===== config.mk =====
export PLATFORM = sky130hd
export DESIGN_NAME = multu_alu_responder
export DESIGN_NICKNAME = d
export VERILOG_FILES = /design/src/rtl/multu_alu_responder.sv
export SDC_FILE = /design/constraint.sdc
export NUM_CORES = 1
export LEC_CHECK = 0
export CORE_ASPECT_RATIO = 0.7
export CORE_UTILIZATION = 46
export DETAILED_ROUTE_END_ITERATION = 6
export SETUP_SLACK_MARGIN = 0.4
export SYNTH_ARGS = -nofsm -noshare
export SYNTH_HDL_FRONTEND = slang
export SYNTH_SLANG_ARGS = --single-unit

===== constraint.sdc =====
create_clock -name clk -period 10.9 [get_ports clk]
set_input_delay 1.09 -clock clk [delete_from_list [all_inputs] [get_ports clk]]
set_output_delay 1.09 -clock clk [all_outputs]
set_load 0.02 [all_outputs]

===== src/rtl/multu_alu_responder.sv =====
// ALU responder: single-cycle logic/arith/shift ops plus a sequential shift-add MULTU into HI/LO.
// Optional macro MULTU_EARLY_TERM_EN ends the multiply as soon as the remaining multiplier is zero.
//
// state | meaning
// IDLE  | waiting for an armed MULTU start
// RUN   | one shift-add iteration per cycle
// DONE  | commit accumulator to HI/LO, return to IDLE
module multu_alu_responder #(
    parameter int WIDTH = 32,
    parameter int CNT_W = 6
) (
    input  logic             clk,
    input  logic             reset,
    input  logic [5:0]       signal,
    input  logic [WIDTH-1:0] dataA,
    input  logic [WIDTH-1:0] dataB,
    output logic [WIDTH-1:0] dataOut,
    output logic             busy
);

    localparam logic [5:0] F_SLL   = 6'd0;
    localparam logic [5:0] F_SRL   = 6'd2;
    localparam logic [5:0] F_MULTU = 6'd25;
    localparam logic [5:0] F_ADD   = 6'd32;
    localparam logic [5:0] F_SUB   = 6'd34;
    localparam logic [5:0] F_AND   = 6'd36;
    localparam logic [5:0] F_OR    = 6'd37;
    localparam logic [5:0] F_SLT   = 6'd42;
    localparam logic [5:0] F_LO    = 6'd60;
    localparam logic [5:0] F_HI    = 6'd61;

    localparam logic [CNT_W-1:0] CNT_LAST = CNT_W'(WIDTH - 1);

    typedef enum logic [1:0] {
        S_IDLE = 2'd0,
        S_RUN  = 2'd1,
        S_DONE = 2'd2
    } state_t;

    state_t                 r_state;
    state_t                 w_state_nxt;
    logic                   r_armed;
    logic [CNT_W-1:0]       r_cnt;
    logic [2*WIDTH-1:0]     r_mcand;
    logic [WIDTH-1:0]       r_mplier;
    logic [2*WIDTH-1:0]     r_acc;
    logic [WIDTH-1:0]       r_hi;
    logic [WIDTH-1:0]       r_lo;
    logic [WIDTH-1:0]       r_dout;

    logic                   w_start;
    logic [WIDTH-1:0]       w_mplier_nxt;
    logic [WIDTH-1:0]       w_alu;
    logic                   w_slt;

    assign w_start      = (signal == F_MULTU) && r_armed && (r_state == S_IDLE);
    assign w_mplier_nxt = r_mplier >> 1;
    assign w_slt        = $signed(dataA) < $signed(dataB);

    // FSM: state register
    always_ff @(posedge clk) begin
        if (reset) begin
            r_state <= S_IDLE;
        end else begin
            r_state <= w_state_nxt;
        end
    end

    // FSM: next state
    always_comb begin
        w_state_nxt = r_state;
        case (r_state)
            S_IDLE: begin
                if (w_start) begin
                    w_state_nxt = S_RUN;
                end
            end
            S_RUN: begin
`ifdef MULTU_EARLY_TERM_EN
                if ((w_mplier_nxt == '0) || (r_cnt == CNT_LAST)) begin
                    w_state_nxt = S_DONE;
                end
`else
                if (r_cnt == CNT_LAST) begin
                    w_state_nxt = S_DONE;
                end
`endif
            end
            S_DONE: begin
                w_state_nxt = S_IDLE;
            end
            default: begin
                w_state_nxt = S_IDLE;
            end
        endcase
    end

    // FSM: outputs
    always_comb begin
        busy = (r_state != S_IDLE);
    end

    // Multiplier datapath and HI/LO
    always_ff @(posedge clk) begin
        if (reset) begin
            r_armed  <= 1'b0;
            r_cnt    <= '0;
            r_mcand  <= '0;
            r_mplier <= '0;
            r_acc    <= '0;
            r_hi     <= '0;
            r_lo     <= '0;
        end else begin
            // A held MULTU code only arms once it has been released for a cycle
            r_armed <= (signal != F_MULTU);
            case (r_state)
                S_IDLE: begin
                    if (w_start) begin
                        r_mcand  <= {{WIDTH{1'b0}}, dataA};
                        r_mplier <= dataB;
                        r_acc    <= '0;
                        r_cnt    <= '0;
                    end
                end
                S_RUN: begin
                    if (r_mplier[0]) begin
                        r_acc <= r_acc + r_mcand;
                    end
                    r_mcand  <= r_mcand << 1;
                    r_mplier <= w_mplier_nxt;
                    r_cnt    <= r_cnt + 1'b1;
                end
                S_DONE: begin
                    r_hi <= r_acc[2*WIDTH-1:WIDTH];
                    r_lo <= r_acc[WIDTH-1:0];
                end
                default: begin
                end
            endcase
        end
    end

    always_comb begin
        w_alu = '0;
        case (signal)
            F_AND:   w_alu = dataA & dataB;
            F_OR:    w_alu = dataA | dataB;
            F_ADD:   w_alu = dataA + dataB;
            F_SUB:   w_alu = dataA - dataB;
            F_SLT:   w_alu = {{(WIDTH-1){1'b0}}, w_slt};
            F_SRL:   w_alu = dataA >> dataB[4:0];
            F_SLL:   w_alu = dataA << dataB[4:0];
            F_HI:    w_alu = r_hi;
            F_LO:    w_alu = r_lo;
            default: w_alu = '0;
        endcase
    end

    always_ff @(posedge clk) begin
        if (reset) begin
            r_dout <= '0;
        end else begin
            r_dout <= w_alu;
        end
    end

    assign dataOut = r_dout;

endmodule


==> impl_metrics.tcl, run 1 <==
set metrics [dict create \
    outcome "complete, but fails checks" \
    violations "DRC" \
    dieArea_mm2 0.04616 \
    ir_drop_mv 0.1121 \
    detail_route.wl_per_cell_um 25.65 \
    p_int_mw 1.771 \
    cts.sinks 265 \
    holdPathStages 2 \
    crit_type "in2reg" \
    final_area_mm2 0.02309 \
    final-instance-count-excl-fill 3313 \
    top_layer_used "met5" \
    numCtsBuffers 30 \
    port_buffers 104 \
    r2r_slack_ps 7190 \
    die_x_um 256.4 \
    timing.hold.ws_ps 455.2 \
    relSlewSlack_pct 17.07 \
    drive_gt1_share_pct 6.105 \
    cp_max_fo 46 \
    synth_area_mm2 0.02083 \
    post-route-period-util_pct 46.15 \
    power_frac_comb_pct 19.0 \
    io_pins 105 \
    leakagePower_nw 9.431 \
    synth.avg_cell_area_um2 7.600 \
    worstSetupEndpointType "flop" \
    synth-main-ff-cell "dfxtp_1" \
    crit_path_start_kind "input port" \
    postSynth.asyncResetShare_pct 0 \
    wl_met1_um 40580 \
    netSwitchingFraction_pct 30.08 \
    drv_cap 0 \
    yosysWarnings 0 \
    vias 21730 \
    cts.htree.levels 1 \
    diodes 0 \
    coreArea_mm2 0.04420 \
    max_freq_mhz 198.8 \
    hold_violations 0 \
    track_usage_pct 35.60 \
    detail-route-antenna-nets 0 \
    cts_tree "done" \
    setup-violations-final 0 \
    clkPwrFrac_pct 42.4 \
    grt_pass1_vias 19709 \
    area_growth_pct 10.84 \
    gp_congestion 1.015 \
    dieHeight_um 180.1 \
    cp.required_ps 11340 \
    yosysUniqueCellTypes 95 \
    r2r_cells 12 \
    cp.arrival_ps 5470 \
    wl_met2_um 32400 \
    dpl_cell_area_mm2 0.02208 \
    overflow 0 \
    grt_start_max_net_pins 70 \
    rsz0062_at_grt "false" \
    tightestPinTransition_ps 1244 \
    finalSetupTns_ps 0 \
    pre_cts_ws_ps 5516 \
    syn_inst 2741 \
    cts_root_buffer "clkbuf_16" \
    drt-pass1-iter-count 7 \
    via_per_inst 6.559 \
    finalPower_mw 2.533 \
    slew_violations 0 \
    row_count 64 \
    finClkSkew_ps 28.18 \
    placed_cells 3262 \
    final_common_cell "nand2_1" \
    nets 2939 \
    grt_pass1_wl_um 127000 \
    drtIter0Drc 2495 \
    post_cts_buffers 0 \
    synth_edf_count 0 \
    switchingPower_mw 0.7619 \
    start_util_pct 47.13 \
    power_density_mw_per_mm2 109.7 \
    post_cts_resized 0 \
    yosysSeqAreaShare_pct 25.47 \
    totalWireLength_um 84980 \
    clk_pin_slew_ps 60 \
    yosys_register_bits 265 \
    clk_path_buf_depth 3 \
    syn_nets 2980 \
    final_core_util_pct 52.24 \
    hold_path.class "reg2reg" \
    met3_length_um 9622 \
    layout_common_cells "405 x nand2_1, 265 x dfxtp_1, 256 x nor2_1" \
    drc 1 \
    period_minus_slack_ps 5030 \
    dpl.hpwl_um 63690 \
    p_seq_share_pct 38.6 \
    antenna_found_initial 1 \
    fin_ws_ps 5870 \
    clock_latency_ps 600 \
    cts_hold_buf 0 \
]
-- Yosys cell counts, types with 29 or more instances --
| library cell | number | area (um^2) |
|---|---|---|
| a21o_1 | 71 | 533.0 |
| a21oi_1 | 239 | 1196 |
| a22o_1 | 56 | 490.5 |
| a22oi_1 | 62 | 465.5 |
| a311oi_1 | 66 | 578.1 |
| a31oi_1 | 33 | 206.5 |
| clkbuf_1 | 154 | 578.1 |
| dfxtp_1 | 265 | 5305 |
| ha_1 | 164 | 2052 |
| inv_1 | 102 | 382.9 |
| mux2i_1 | 69 | 690.7 |
| nand2_1 | 406 | 1524 |
| nand3_1 | 31 | 155.2 |
| nand4_1 | 31 | 193.9 |
| nor2_1 | 259 | 972.2 |
| nor3_1 | 30 | 150.1 |
| o211ai_1 | 29 | 217.7 |
| o21ai_0 | 166 | 830.8 |
| xnor2_1 | 40 | 350.3 |
-- cell type report --
| class | instances | area, um^2 |
|---|---|---|
| clock buffer | 40 | 849.6 |
| clock inverter | 11 | 162.7 |
| fill | 4295 | 21110 |
| inverter | 104 | 390.4 |
| multi-input combinational | 2164 | 14380 |
| sequential | 265 | 5305 |
| tap | 594 | 743.2 |
| timing repair buffer | 135 | 1257 |
-- critical path, cell delays in order --
cell	delay, ps
buf_2	100
buf_4	290
inv_2	100
buf_4	530
ha_1	370
o21bai_1	170
a21oi_1	130
o21ba_2	230
nor3b_1	570
o2111ai_1	540
a211o_1	530
a21oi_1	220
mux2_2	350
a21oi_1	140
a21oi_1	70
-- power groups by stage --
stage / clock [mW] / combinational [mW] / sequential (mW)
3_5_place_dp: 0 / 0.458 / 0.999
3_3_place_gp: 0 / 0.459 / 0.999
6_report: 1.07 / 0.481 / 0.978
4_1_cts: 1.09 / 0.461 / 0.978
2_1_floorplan: 0 / 0.285 / 1.00
5_1_grt: 1.13 / 0.509 / 0.978
-- final timing paths --
kind,startpoint,to
max,dataB[1],dataOut[25]
min,r_lo[20],r_lo[20]
max reg2reg,r_mcand[0],r_acc[62]
min reg2reg,r_lo[20],r_lo[20]
-- sequential cells by signal, indices dropped and copies added, names as in the netlist --
register,flops
r_lo,32
r_armed,1
r_mplier,32
r_state,2
r_mcand,64
r_hi,32
r_acc,64
r_cnt,6
dataOut,32
-- metal layers --
| layer | track usage, % | vias up |
|---|---|---|
| met3 | 8.650 | 131 |
| met5 | 2.984 | - |
| met4 | 8.479 | 2 |
| met2 | 47.66 | 1155 |
| met1 | 55.29 | 10503 |
| li1 | - | 9939 |
-- cell families (layout without fill, tap and decap cells) --
| kind of cell | Yosys count | after routing | synth area share, % |
|---|---|---|---|
| xor gates and xnor gates | 67 | 67 | 2.817 |
| adders and majority gates | 167 | 167 | 10.14 |
| buffers and inverters | 312 | 290 | 5.862 |
| muxes | 97 | 97 | 5.910 |
| DFF | 265 | 265 | 25.47 |
| and+or+nand+nor | 877 | 877 | 18.26 |
| AOI/OAI and AO/OA | 956 | 956 | 31.55 |
No activity file was read; power rests on OpenSTA's default activity.
==> run 2: changes to the inputs <==
==> constraint.sdc (replaced) <==
create_clock -name clk -period 4.7 [get_ports clk]
set_input_delay 0.47 -clock clk [delete_from_list [all_inputs] [get_ports clk]]
set_output_delay 0.47 -clock clk [all_outputs]
set_load 0.02 [all_outputs]
==> run 2 against run 1 <==
The flow now finishes without violations; via count increased by 0.37%; cell area up 1.3%; wire length grew 1.9%; final cell count is 0.97% higher; largest cell class unchanged.
==> impl_metrics.tcl, run 2 (same netlist as run 1, synthesis figures left out) <==
set metrics [dict create \
    post_cts_buffers 0 \
    netSwitchingFraction_pct 30.74 \
    area_growth_pct 12.27 \
    drc 0 \
    diodes 0 \
    cp.arrival_ps 4350 \
    clk_pin_slew_ps 70 \
    dpl.hpwl_um 65970 \
    overflow 0 \
    cpLargestDelayFamily "compound AO/OA/AOI/OAI gates" \
    hold_path.class "in2reg" \
    drtIter0Drc 2832 \
    row_count 64 \
    switchingPower_mw 1.808 \
    p_seq_share_pct 38.6 \
    track_usage_pct 36.44 \
    max_stage_delay_ps 740 \
    cts.htree.levels 1 \
    drt-pass1-iter-count 6 \
    dieArea_mm2 0.04616 \
    drive_gt1_share_pct 7.306 \
    hold_violations 0 \
    grt_pass1_wl_um 128900 \
    cts_hold_buf 0 \
    cp_cell_sequence "clkdlybuf4s50_1, inv_1, ha_1, nor4_1, o2111ai_1, a211o_1, a21oi_1, mux2_2, a21oi_1, a21oi_1" \
    finalSetupTns_ps 0 \
    power_frac_comb_pct 19.7 \
    period_minus_slack_ps 3922 \
    r2r_slack_ps 820 \
    max_freq_mhz 255.0 \
    start_util_pct 47.13 \
    p_int_mw 4.072 \
    final_common_cell "nand2_1" \
    final_area_mm2 0.02339 \
    outcome "finished clean" \
    setup-violations-final 0 \
    antenna_found_initial 2 \
    clk_path_buf_depth 3 \
    cts.sinks 265 \
    cp_num_buf_inv 2 \
    crit_type "in2reg" \
    leakagePower_nw 9.608 \
    die_x_um 256.4 \
    finClkSkew_ps 11.95 \
    dieHeight_um 180.1 \
    dpl_cell_area_mm2 0.02240 \
    totalWireLength_um 86580 \
    io_pins 105 \
    critPathSlowestCell "nor4_1" \
    multi_input_comb_area_mm2 0.01439 \
    post-route-period-util_pct 83.44 \
    nets 2969 \
    nFillCells 4361 \
    rsz0062_at_grt "false" \
    ir_drop_mv 0.2644 \
    cpMostUsedCell "a21oi_1" \
    grt_pass1_vias 19984 \
    regArea_mm2 0.005305 \
    grt_start_max_net_pins 105 \
    top_regs "r_acc (64), r_mcand (64)" \
    tightestPinTransition_ps 1044 \
    cts_root_buffer "clkbuf_16" \
    cp.required_ps 5130 \
    cp_max_fo 11 \
    post_cts_resized 0 \
    clkPwrFrac_pct 41.8 \
    clock_latency_ps 580 \
    finalPower_mw 5.880 \
    port_buffers 104 \
    coreArea_mm2 0.04420 \
    detail_route.wl_per_cell_um 25.88 \
    numCtsBuffers 28 \
    cts_tree "done" \
    slew_violations 0 \
    crit_path_start_kind "input port" \
    drv_cap 0 \
    detail-route-antenna-nets 0 \
    relSlewSlack_pct 30.41 \
    layout_common_cells "405 x nand2_1, 265 x dfxtp_1, 256 x nor2_1" \
    worstSetupEndpointType "flop" \
    gp_congestion 1.019 \
    via_per_inst 6.520 \
    power_density_mw_per_mm2 251.4 \
    vias 21811 \
]
run 2: area by class of cell:
cell class	instances	share of cell area, %
clock buffer	32	3.194
clock inverter	19	1.038
inverter	104	1.669
multi-input combinational	2164	61.51
sequential	265	22.68
tap	594	3.178
timing repair buffer	167	6.724
run 2: path summary, 6_finish.rpt:
kind,startpoint,cells after the start,end
setup / recovery,dataB[13],10,dataOut[25]
hold / removal,dataB[1],3,r_mplier[1]
setup reg to reg,r_mcand[30],11,r_acc[63]
hold reg to reg,r_lo[18],2,r_lo[18]
run 2: per-layer routing:
metal / GRT usage, % / vias up / routed length [um]
met2: 47.62 / 1231 / 32580
met3: 14.50 / 153 / 11950
met5: 2.469 / - / 195
met1: 53.89 / 10419 / 39500
met4: 9.222 / 8 / 2358
li1: - / 10000 / -
run 2: worst register-to-register path: stages (launching register included):
cell and delay, ps:
dfxtp_1 500, ha_1 420, a21oi_1 260, o21ai_0 140
a311oi_1 470, and3_1 340, o22a_1 230, o31ai_2 140
a2111oi_2 570, nor3_1 150, or4b_1 540, o211ai_2 70
run 2: power by group through the flow:
stage	clock, mW	sequential [mW]	combinational, mW
after global routing	2.58	2.27	1.22
after detailed placement	0	2.32	1.10
after global placement	0	2.32	1.10
after CTS	2.49	2.27	1.10
after floorplan	0	2.32	0.661
final	2.46	2.27	1.16
run 2: stage by stage:
| stage | cells | setup slack [ps] | hold slack, ps | utilization (%) |
|---|---|---|---|---|
| after floorplan | 2741 | 675.0 | 435.7 | - |
| after global placement | 3294 | 403.6 | 441.6 | 50.67 |
| after detailed placement | 3294 | 372.9 | 446.2 | 50.67 |
| after CTS | 3345 | 933.1 | 290.8 | 52.91 |
| after global routing | 3345 | 611.6 | 325.0 | 52.91 |
| final | 3345 | 778.4 | 314.4 | 52.91 |
==> run 3: changes to the inputs <==
==> constraint.sdc (replaced) <==
create_clock -name clk -period 4 [get_ports clk]
set_input_delay 0.4 -clock clk [delete_from_list [all_inputs] [get_ports clk]]
set_output_delay 0.4 -clock clk [all_outputs]
set_load 0.02 [all_outputs]
==> run 3 against run 2 <==
Critical path depth increased by 2; clock power increased by 13%; hold slack got worse by 150 ps; core utilization increased by 1.1 points; clock skew increased by 1.0 ps; register-to-register slack got worse by 340 ps.
==> impl_metrics.tcl, run 3 (same netlist as run 1, synthesis figures left out) <==
set metrics [dict create \
    area_growth_pct 14.68 \
    period_minus_slack_ps 3523 \
    setup-violations-final 0 \
    grt_pass1_vias 20141 \
    relSlewSlack_pct 11.43 \
    layout_common_cells "405 x nand2_1, 265 x dfxtp_1, 256 x nor2_1" \
    cp_max_fo 10 \
    vias 22065 \
    max_stage_delay_ps 480 \
    slew_violations 0 \
    leakagePower_nw 9.861 \
    cts.sinks 265 \
    numCtsBuffers 29 \
    cp.arrival_ps 3990 \
    hold_path.class "in2reg" \
    coreArea_mm2 0.04420 \
    ir_drop_mv 0.3428 \
    hold_violations 0 \
    outcome "finished clean" \
    dpl.hpwl_um 67690 \
    final_common_cell "nand2_1" \
    dieArea_mm2 0.04616 \
    cts_tree "done" \
    port_buffers 104 \
    row_count 64 \
    antenna_found_initial 0 \
    cp.required_ps 4470 \
    cts_hold_buf 0 \
    post-route-period-util_pct 88.07 \
    die_x_um 256.4 \
    drtIter0Drc 2835 \
    critPathSlowestCell "dfxtp_1" \
    cts_root_buffer "clkbuf_16" \
    grt_pass1_wl_um 131400 \
    worstSetupEndpointType "flop" \
    crit_type "reg2reg" \
    overflow 0 \
    crit_path_start_kind "flop" \
    drc 0 \
    clock_latency_ps 580 \
    pre_cts_ws_ps 57.55 \
    io_pins 105 \
    drt-pass1-iter-count 6 \
    totalWireLength_um 88660 \
    grt_start_max_net_pins 99 \
    cts.htree.levels 1 \
    power_density_mw_per_mm2 287.5 \
    top_regs "r_acc (64), r_mcand (64)" \
    clk_pin_slew_ps 60 \
    cp_cell_sequence "ha_1, a21oi_1, o21ai_0, a311oi_1, and3_1, o22a_1, o311ai_2, buf_4, a21boi_1, o31ai_2, xor2_1, a22o_1" \
    gp_congestion 1.017 \
    drv_cap 0 \
    drive_gt1_share_pct 9.314 \
    track_usage_pct 37.13 \
    cpLargestDelayFamily "compound AO/OA/AOI/OAI gates" \
    cp_num_buf_inv 1 \
    rsz0062_at_grt "false" \
    max_freq_mhz 283.9 \
    detail_route.wl_per_cell_um 26.01 \
    start_util_pct 47.13 \
    finClkSkew_ps 12.97 \
    tightestPinTransition_ps 1328 \
    dieHeight_um 180.1 \
    detail-route-antenna-nets 0 \
    finalSetupTns_ps 0 \
    nets 3030 \
    clk_path_buf_depth 3 \
    via_per_inst 6.474 \
    fin_ws_ps 477.3 \
]
[run 3: final timing paths]
kind,slack [ps],endpoint,cells after the start,startpoint
min,160,r_mplier[0],3,dataB[0]
max,480,r_acc[59],12,r_mcand[30]
min reg2reg,460,r_hi[25],2,r_hi[25]
max reg2reg,480,r_acc[59],12,r_mcand[30]
[run 3: repair_timing]
| item | 4_1_cts | 5_1_grt |
|---|---|---|
| setup endpoints to repair | 0 | 8 |
| resized for setup | 0 | 5 |
| setup buffers | 0 | 3 |
[run 3: layout make-up]
type,instances,area [um^2]
Fill cell,4283,20310
Clock inverter,16,183.9
Sequential cell,265,5305
Antenna cell,1,2.502
Multi-Input combinational cell,2164,14410
Tap cell,594,743.2
Timing Repair Buffer,227,2086
Clock buffer,37,775.7
Inverter,104,390.4
[run 3: power by group]
group          leakage, nW  total, mW  switching [mW]  internal [mW]
Combinational         7.28       1.42           0.914          0.506
Sequential            2.14       2.66          0.0106           2.65
Clock                0.447       2.79            1.21           1.57
Total                 9.86       6.87            2.14           4.73
[run 3: per-stage QoR]
step / cells / util [%] / hold slack (ps) / cell area, um^2 / power [mW]
finish: 3408 / 54.05 / 164.7 / 23890 / 6.870
global route: 3407 / 54.05 / 159.5 / 23890 / 7.083
CTS: 3404 / 53.94 / 143.3 / 23840 / 6.834
detailed placement: 3351 / 51.77 / 450.5 / 22880 / 4.072
global placement: 3351 / 51.77 / 441.3 / 22880 / 4.076
floorplan: 2741 / - / 435.7 / 20840 / 3.503
[run 3: metal layers]
layer  vias up  part of all wire (%)  track usage [%]  wire [um]
met5         -                     0                0          0
met4         0                   1.8            6.635       1605
met3        99                    12            11.42      10700
met2      1138                    39            50.31      34640
met1     10726                    47            56.76      41710
li1      10102                     -                -          -
[run 3: tightest hold or removal path: stages]
cell and delay [ps]:
buf_4 140, nand2_1 60, a311oi_1 80
